### src/rtl/operand_fetch_stage_pkg.sv
// Shared widths and the execute-bundle payload for operand_fetch_stage.
// Widths are package constants so the bundle struct and every user stay consistent.
package operand_fetch_stage_pkg;

   localparam int unsigned DATA_W = 32;
   localparam int unsigned ADDR_W = 4;
   localparam int unsigned OP_W   = 6;
   localparam int unsigned NREGS  = 1 << ADDR_W;

   typedef struct packed {
      logic [OP_W-1:0]   op;
      logic              wr;
      logic [ADDR_W-1:0] dest;
      logic [DATA_W-1:0] a;
      logic [DATA_W-1:0] b;
   } ex_bundle_t;

endpackage

### src/rtl/operand_fetch_stage_scoreboard.sv
// Pending-write scoreboard: one bit per register, set wins over clear,
// three combinational lookups (src1, src2, dest).
module operand_fetch_stage_scoreboard
   import operand_fetch_stage_pkg::*;
(
   input  logic              clk,
   input  logic              rst_n,
   input  logic              set_en,
   input  logic [ADDR_W-1:0] set_addr,
   input  logic              clr_en,
   input  logic [ADDR_W-1:0] clr_addr,
   input  logic [ADDR_W-1:0] look1_addr,
   input  logic [ADDR_W-1:0] look2_addr,
   input  logic [ADDR_W-1:0] look3_addr,
   output logic              pend1_c,
   output logic              pend2_c,
   output logic              pend3_c,
   output logic [NREGS-1:0]  pending
);

   logic [NREGS-1:0] pending_q;
   logic [NREGS-1:0] pending_d;

   // Clear applied first so a same-cycle set of the same register survives
   always_comb begin
      pending_d = pending_q;
      if (clr_en) pending_d[clr_addr] = 1'b0;
      if (set_en) pending_d[set_addr] = 1'b1;
   end

   always_ff @(posedge clk or negedge rst_n) begin
      if (!rst_n) pending_q <= '0;
      else        pending_q <= pending_d;
   end

   assign pend1_c = pending_q[look1_addr];
   assign pend2_c = pending_q[look2_addr];
   assign pend3_c = pending_q[look3_addr];
   assign pending = pending_q;

endmodule

### src/rtl/operand_fetch_stage.sv
// Operand fetch stage: reads the register bank, blocks RAW/WAW hazards via a
// scoreboard and holds one instruction for execute. Optional macro: WB_BYPASS_EN.
module operand_fetch_stage
   import operand_fetch_stage_pkg::*;
(
   input  logic              clk,
   input  logic              rst_n,
   input  logic              issue_valid,
   output logic              issue_ready,
   input  logic [OP_W-1:0]   issue_op,
   input  logic              issue_wr,
   input  logic [ADDR_W-1:0] issue_dest,
   input  logic [ADDR_W-1:0] issue_src1,
   input  logic [ADDR_W-1:0] issue_src2,
   output logic [ADDR_W-1:0] rf_srcadd1,
   output logic [ADDR_W-1:0] rf_srcadd2,
   input  logic [DATA_W-1:0] rf_src1,
   input  logic [DATA_W-1:0] rf_src2,
   output logic              ex_valid,
   input  logic              ex_ready,
   output logic [OP_W-1:0]   ex_op,
   output logic              ex_wr,
   output logic [ADDR_W-1:0] ex_dest,
   output logic [DATA_W-1:0] ex_a,
   output logic [DATA_W-1:0] ex_b,
   input  logic              wb_valid,
   input  logic [ADDR_W-1:0] wb_dest,
   input  logic [DATA_W-1:0] wb_data,
   output logic [NREGS-1:0]  sb_pending
);

   ex_bundle_t        ex_q, ex_d;
   logic              ex_valid_q, ex_valid_d;
   logic              pend1_c, pend2_c, pend3_c;
   logic              raw1_c, raw2_c;
   logic              slot_free_c, hazard_c, ready_c, accept_c;
   logic [DATA_W-1:0] op_a_c, op_b_c;

   assign rf_srcadd1 = issue_src1;
   assign rf_srcadd2 = issue_src2;

   operand_fetch_stage_scoreboard u_sb (
      .clk        (clk),
      .rst_n      (rst_n),
      .set_en     (accept_c & issue_wr),
      .set_addr   (issue_dest),
      .clr_en     (wb_valid),
      .clr_addr   (wb_dest),
      .look1_addr (issue_src1),
      .look2_addr (issue_src2),
      .look3_addr (issue_dest),
      .pend1_c    (pend1_c),
      .pend2_c    (pend2_c),
      .pend3_c    (pend3_c),
      .pending    (sb_pending)
   );

`ifdef WB_BYPASS_EN
   // A source being written back this cycle is taken from the writeback bus
   logic byp1_c, byp2_c;
   assign byp1_c = wb_valid & (wb_dest == issue_src1);
   assign byp2_c = wb_valid & (wb_dest == issue_src2);
   assign raw1_c = pend1_c & ~byp1_c;
   assign raw2_c = pend2_c & ~byp2_c;
   assign op_a_c = byp1_c ? wb_data : rf_src1;
   assign op_b_c = byp2_c ? wb_data : rf_src2;
`else
   logic unused_wb_data_c;
   assign raw1_c = pend1_c;
   assign raw2_c = pend2_c;
   assign op_a_c = rf_src1;
   assign op_b_c = rf_src2;
   assign unused_wb_data_c = ^wb_data;
`endif

   // WAW check deliberately ignores any same-cycle writeback
   always_comb begin
      slot_free_c = ~ex_valid_q | ex_ready;
      hazard_c    = raw1_c | raw2_c | (issue_wr & pend3_c);
      ready_c     = slot_free_c & ~hazard_c;
      accept_c    = issue_valid & ready_c;
   end

   assign issue_ready = ready_c;

   always_comb begin
      ex_d       = ex_q;
      ex_valid_d = ex_valid_q;
      if (accept_c) begin
         ex_d.op    = issue_op;
         ex_d.wr    = issue_wr;
         ex_d.dest  = issue_dest;
         ex_d.a     = op_a_c;
         ex_d.b     = op_b_c;
         ex_valid_d = 1'b1;
      end else if (ex_ready) begin
         ex_valid_d = 1'b0;
      end
   end

   always_ff @(posedge clk or negedge rst_n) begin
      if (!rst_n) begin
         ex_q       <= '0;
         ex_valid_q <= 1'b0;
      end else begin
         ex_q       <= ex_d;
         ex_valid_q <= ex_valid_d;
      end
   end

   assign ex_valid = ex_valid_q;
   assign ex_op    = ex_q.op;
   assign ex_wr    = ex_q.wr;
   assign ex_dest  = ex_q.dest;
   assign ex_a     = ex_q.a;
   assign ex_b     = ex_q.b;

endmodule

### config.mk
export PLATFORM = sky130hd
export DESIGN_NAME = operand_fetch_stage
export DESIGN_NICKNAME = d
export VERILOG_FILES = /design/src/rtl/operand_fetch_stage_pkg.sv /design/src/rtl/operand_fetch_stage_scoreboard.sv /design/src/rtl/operand_fetch_stage.sv
export SDC_FILE = /design/constraint.sdc
export NUM_CORES = 1
export LEC_CHECK = 0
export ABC_AREA = 1
export ABC_CLOCK_PERIOD_IN_PS = 2000
export CAP_MARGIN = 20
export CORE_MARGIN = 3
export CORE_UTILIZATION = 40
export CTS_CLUSTER_DIAMETER = 50
export DETAILED_ROUTE_END_ITERATION = 10
export PLACE_DENSITY = 0.82
export SLEW_MARGIN = 0
export SYNTH_ARGS = -nofsm -noshare
export SYNTH_HDL_FRONTEND = slang
export SYNTH_SLANG_ARGS = --single-unit
### constraint.sdc
create_clock -name clk -period 2 [get_ports clk]
set_input_delay 0.4 -clock clk [delete_from_list [all_inputs] [get_ports clk]]
set_output_delay 0.4 -clock clk [all_outputs]
set_load 0.03 [all_outputs]
# Yosys cells after proc, flatten, opt, wreduce, memory -nomap -nowiden
# Cells that the tools add are included.
# word_totals
regBits	92
input_bits	124
out_inout_bits	101
word_cells	42
# classes
order_cmp	6
n_mux	14
bitwise_logic	12
reduce_logical	3
# op_table
operator	n
16-bit two-way mux	2
4-bit by 5-bit < comparator with 1-bit output (second input constant)	4
16-bit AND	1
16-bit inverter	1
16-bit OR	1
1-bit binary-select mux with 4-bit select	3
1-bit demux with 4-bit select	2
4-bit by 1-bit greater-or-equal comparator with 1-bit output (second input constant)	2
1-bit two-way mux	7
1-bit AND	4
1-bit OR	3
1-bit logical AND	2
1-bit inverter	2
2-bit nonzero test	1

# Logic depth before layout (Yosys ltp)
# logic_depth
word_depth	9
ltp_mapped	15
ltp_nobuf	13

# By module
# From an unflattened synthesis, not the netlist that was laid out.
# hier_totals
cells_unflattened	539
area_unflattened_um2	4330.4
# modules_own_cells
mod	n_inst	cells_each	area_per_inst_um2	seq_area_each_um2
operand_fetch_stage	1	343	3079.2	1901.8
operand_fetch_stage_scoreboard	1	196	1251.2	400.4

# Worst setup path before layout
# Ideal clock, no wire load.
# synth_timing
path_kind	input -> output
from	input issue_dest[1]
to	output issue_ready
arrival_time_ns	1.425
required_time_ns	1.600
setup_slack_ns	0.175
stages	10
cell_sequence	buf_2 inv_1 nand2_1 nand2_1 nand2_1 nand2_1 o21ai_1 nand2_1 nor2_2 buf_2
# synth_between
elab_chain_cells	6
# synth_lines
item	line	text
from (decl)	operand_fetch_stage.sv:12	input logic [ADDR_W-1:0] issue_dest,
1-bit binary-select mux with 4-bit select	operand_fetch_stage_scoreboard.sv:38	assign pend3_c = pending_q[look3_addr];
1-bit two-way mux (not written as such)	operand_fetch_stage_scoreboard.sv:38	
1-bit AND	operand_fetch_stage.sv:79	hazard_c = raw1_c | raw2_c | (issue_wr & pend3_c);
1-bit OR	operand_fetch_stage.sv:79	
1-bit inverter	operand_fetch_stage.sv:80	ready_c = slot_free_c & ~hazard_c;
1-bit AND	operand_fetch_stage.sv:80	
to (decl)	operand_fetch_stage.sv:9	output logic issue_ready,
# No other way between the ends. The select of a mux whose other input is x is not followed.

# Worst setup path after layout
# layout_timing
from	register u_sb.pending_q[1], in the netlist u_sb.pending[1]
to	output issue_ready
# layout_between
elab_chain_cells	6
# layout_lines
item	line	text
from (decl)	operand_fetch_stage_scoreboard.sv:21	logic [NREGS-1:0] pending_q;
from (signal assigned)	operand_fetch_stage_scoreboard.sv:33	else pending_q <= pending_d;
1-bit binary-select mux with 4-bit select (on tied branches)	operand_fetch_stage_scoreboard.sv:36, operand_fetch_stage_scoreboard.sv:37, operand_fetch_stage_scoreboard.sv:38	
1-bit two-way mux (on tied branches)	operand_fetch_stage_scoreboard.sv:36, operand_fetch_stage_scoreboard.sv:37, operand_fetch_stage_scoreboard.sv:38	
1-bit OR / 1-bit AND (equally long branches)	operand_fetch_stage.sv:79	
1-bit OR *	operand_fetch_stage.sv:79	
1-bit inverter *	operand_fetch_stage.sv:80	
1-bit AND *	operand_fetch_stage.sv:80	
# Every way passes the cells marked *; elsewhere a longest branch is shown, timed or not. The select of a mux whose other input is x is not followed.

==> results.toml <==
[power]
p_comb_frac = 0.484
p_sw_w = 0.00316
p_seq_frac = 0.350
clkPwrFrac = 0.166
power_density_nw_per_um2 = 1070
swShare = 0.408
power.leakage_nw = 3.62
ir_drop_mv = 0.564
p_int_w = 0.00457
fin_total_pwr_w = 0.00773

[route]
drt_wl_total_mm = 16.1
wl_met3_mm = 1.43
vias = 4795
drtAntennaViolNets = 0
drc = 0
top_layer = "met4"
wire_per_inst_um = 17.5
drtIter0Drc = 542
wl_met1_mm = 6.45
firstDrtPassIters = 6
viasPerCell = 5.21
wl_met2_mm = 7.88

[sta]
finalMaxSlewViolations = 0
finClkSkew_ns = 0.0107
min_period_ns = 2.08
tightest_slew_ns = 0.574
layout_setup_ws_ns = -0.0784
hold_viol = 0
rsz0062_at_grt = "yes"
relSlewSlack = 0.618
setup_tns_ns = -0.0992
max_freq_mhz = 481
setup_violations = 5
period_share = 1.04

[critical_path]
cp-end-kind = "output port"
startpoint_type = "register"
critPathMaxFanout = 4
required_ns = 1.60
cp.arrival_ns = 1.68
critical_path_class = "reg2out"

[global_routing]
gr-usage-all-layers = 0.222
antenna_found_initial = 0
grt_pass1_vias = 4569
grt_pass1_wl_mm = 22.8
grt_max_degree = 71
overflow = 0

[synth]
ys_warn_count = 0
synth_compound_area_frac = 0.0495
avgSynthCellArea_sq_um = 7.88
synth_top_family_by_area = "simple AND/OR/NAND/NOR gates"
synthAdderAreaFrac = 0
syn-num-nets = 688
synth_cell_types = 19
syn-instance-count = 564
yosys-mux-area-fraction = 0
synth-simple-area-share = 0.344
yosys.area_share.xor_xnor = 0
ys_ff_latch = 92
netlist_area_sq_um = 4440
ys_seq_area_frac = 0.518

[cts]
cts.clk_slew.worst_paths_ns = 0.09
clockBufferDepth = 2
cts_sinks = 92
htreeDepth = 3
clkLatencyLatePin_ns = 0.36
clock-root-buffer = "clkbuf_8"
numCtsBuffers = 9
cts_tree = "yes"

[worst_hold_path]
worstHoldPathType = "reg2reg"

[floorplanning]
dieHeight_um = 111
core_area_sq_um = 10600
die-area_sq_um = 12400
die_x_um = 111
pin_count = 225
rows = 37
initial_utilization = 0.421

[finish]
antenna_cells = 0
syn2layout_area_growth_pct = 63.3
nNetsFinal = 904
drive_above_1_share = 0.134
num-fill-cells = 878

[place]
place_ws_ns = -0.506
place_hpwl_mm = 10.0
gp_congestion = 0.934
port_buffers = 192

[status]
status = "complete, but fails checks"
violations = "negative setup slack"

[run]
cap_violations = 0
## power groups by stage
stage	Combinational (W)	Sequential (W)	Clock, W
final	0.00374	0.00271	0.00128
after global routing	0.00397	0.00277	0.00141
after CTS	0.00337	0.00269	0.00132
after detailed placement	0.00332	0.00272	0
after global placement	0.00326	0.00270	0
after floorplan	0.000793	0.00370	0
## area by class of cell
cell class | count | area [sq um] | area share
timing repair buffer | 248 | 2670 | 0.368
sequential | 92 | 2310 | 0.318
multi-input combinational | 403 | 1810 | 0.249
tap | 136 | 170 | 0.0234
clock buffer | 10 | 128 | 0.0176
inverter | 26 | 97.6 | 0.0134
clock inverter | 6 | 72.6 | 0.0100
## timing repair
| action | CTS | global route |
|---|---|---|
| hold buffers | 1 | 0 |
| buffers inserted | 7 | 6 |
| setup endpoints to repair | 84 | 86 |
| pin swaps | 6 | 12 |
| hold endpoints to repair | 32 | 0 |
| resized for setup | 21 | 40 |
| gates cloned | 2 | 18 |
## cell usage in the layout (no fill, tap or decap), types with 11 or more instances in the layout
cell type and n:
o21ai_0 17, clkbuf_16 11, clkdlybuf4s50_1 166, inv_1 20, nand2_1 230, nand4_1 16, nand3_1 89, buf_4 37
nor2_1 20, dfrtp_1 88
## path summary, 6_finish.rpt
check                                  end       startpoint  cells after the start  slack (ns)
setup / recovery               issue_ready  u_sb.pending[1]                      8       -0.08
hold / removal                    ex_op[4]         ex_op[4]                      2        0.48
setup reg to reg                  ex_a[11]  u_sb.pending[1]                     13       -0.01
hold reg to reg                   ex_op[4]         ex_op[4]                      2        0.48
max in group asynchronous  u_sb.pending[8]            rst_n                      3        0.87
min in group asynchronous          ex_b[9]            rst_n                      2        0.52
## through the flow
step,util,instances,cell area (sq um),hold WS [ns]
2_1_floorplan,-,564,4440,0.104
3_3_place_gp,0.610,871,6440,0.375
3_5_place_dp,0.610,871,6440,0.376
4_1_cts,0.637,897,6730,0.473
5_1_grt,0.688,921,7260,0.493
6_report,0.688,921,7260,0.478
## metal layers
layer / vias up / global-route usage
li1: 2259 / -
met1: 2261 / 0.275
met2: 237 / 0.370
met3: 38 / 0.0620
met4: 0 / 0.0827
met5: - / 0
## state kept, by name (all words and copies together), names as in the netlist
name / flops
ex_valid: 1
ex_b: 32
ex_op: 6
ex_dest: 4
ex_wr: 1
u_sb.pending: 16
ex_a: 32
## synthesized netlist by cell type, drive strengths merged
library cell  instances  area (sq um)
a21oi                 7          35.0
buf                  28           234
clkbuf               16          60.1
dfrtp                92          2300
inv                  26          97.6
nand2               232           873
nand3                92           460
nand3b                2          15.0
nand4                16           100
nor2                 21          81.3
o211ai                6          45.0
o21ai                22           110
o31ai                 4          30.0
## critical path: stages, from the launching register on
cell	delay (ns)
dfrtp_1	0.44
inv_1	0.10
a21oi_1	0.07
o21ai_0	0.11
nand3_1	0.09
nand3b_1	0.12
nand3_2	0.10
nor2_4	0.15
buf_6	0.14
## kinds of logic (layout without fill, tap and decap cells)
kind of cell / count (synthesis) / count (layout)
buffers and inverters: 70 / 290
AO/OA/AOI/OAI: 39 / 39
AND/OR/NAND/NOR: 363 / 364
flip-flops: 92 / 92
Note: power is estimated with default switching activity, not from simulation.
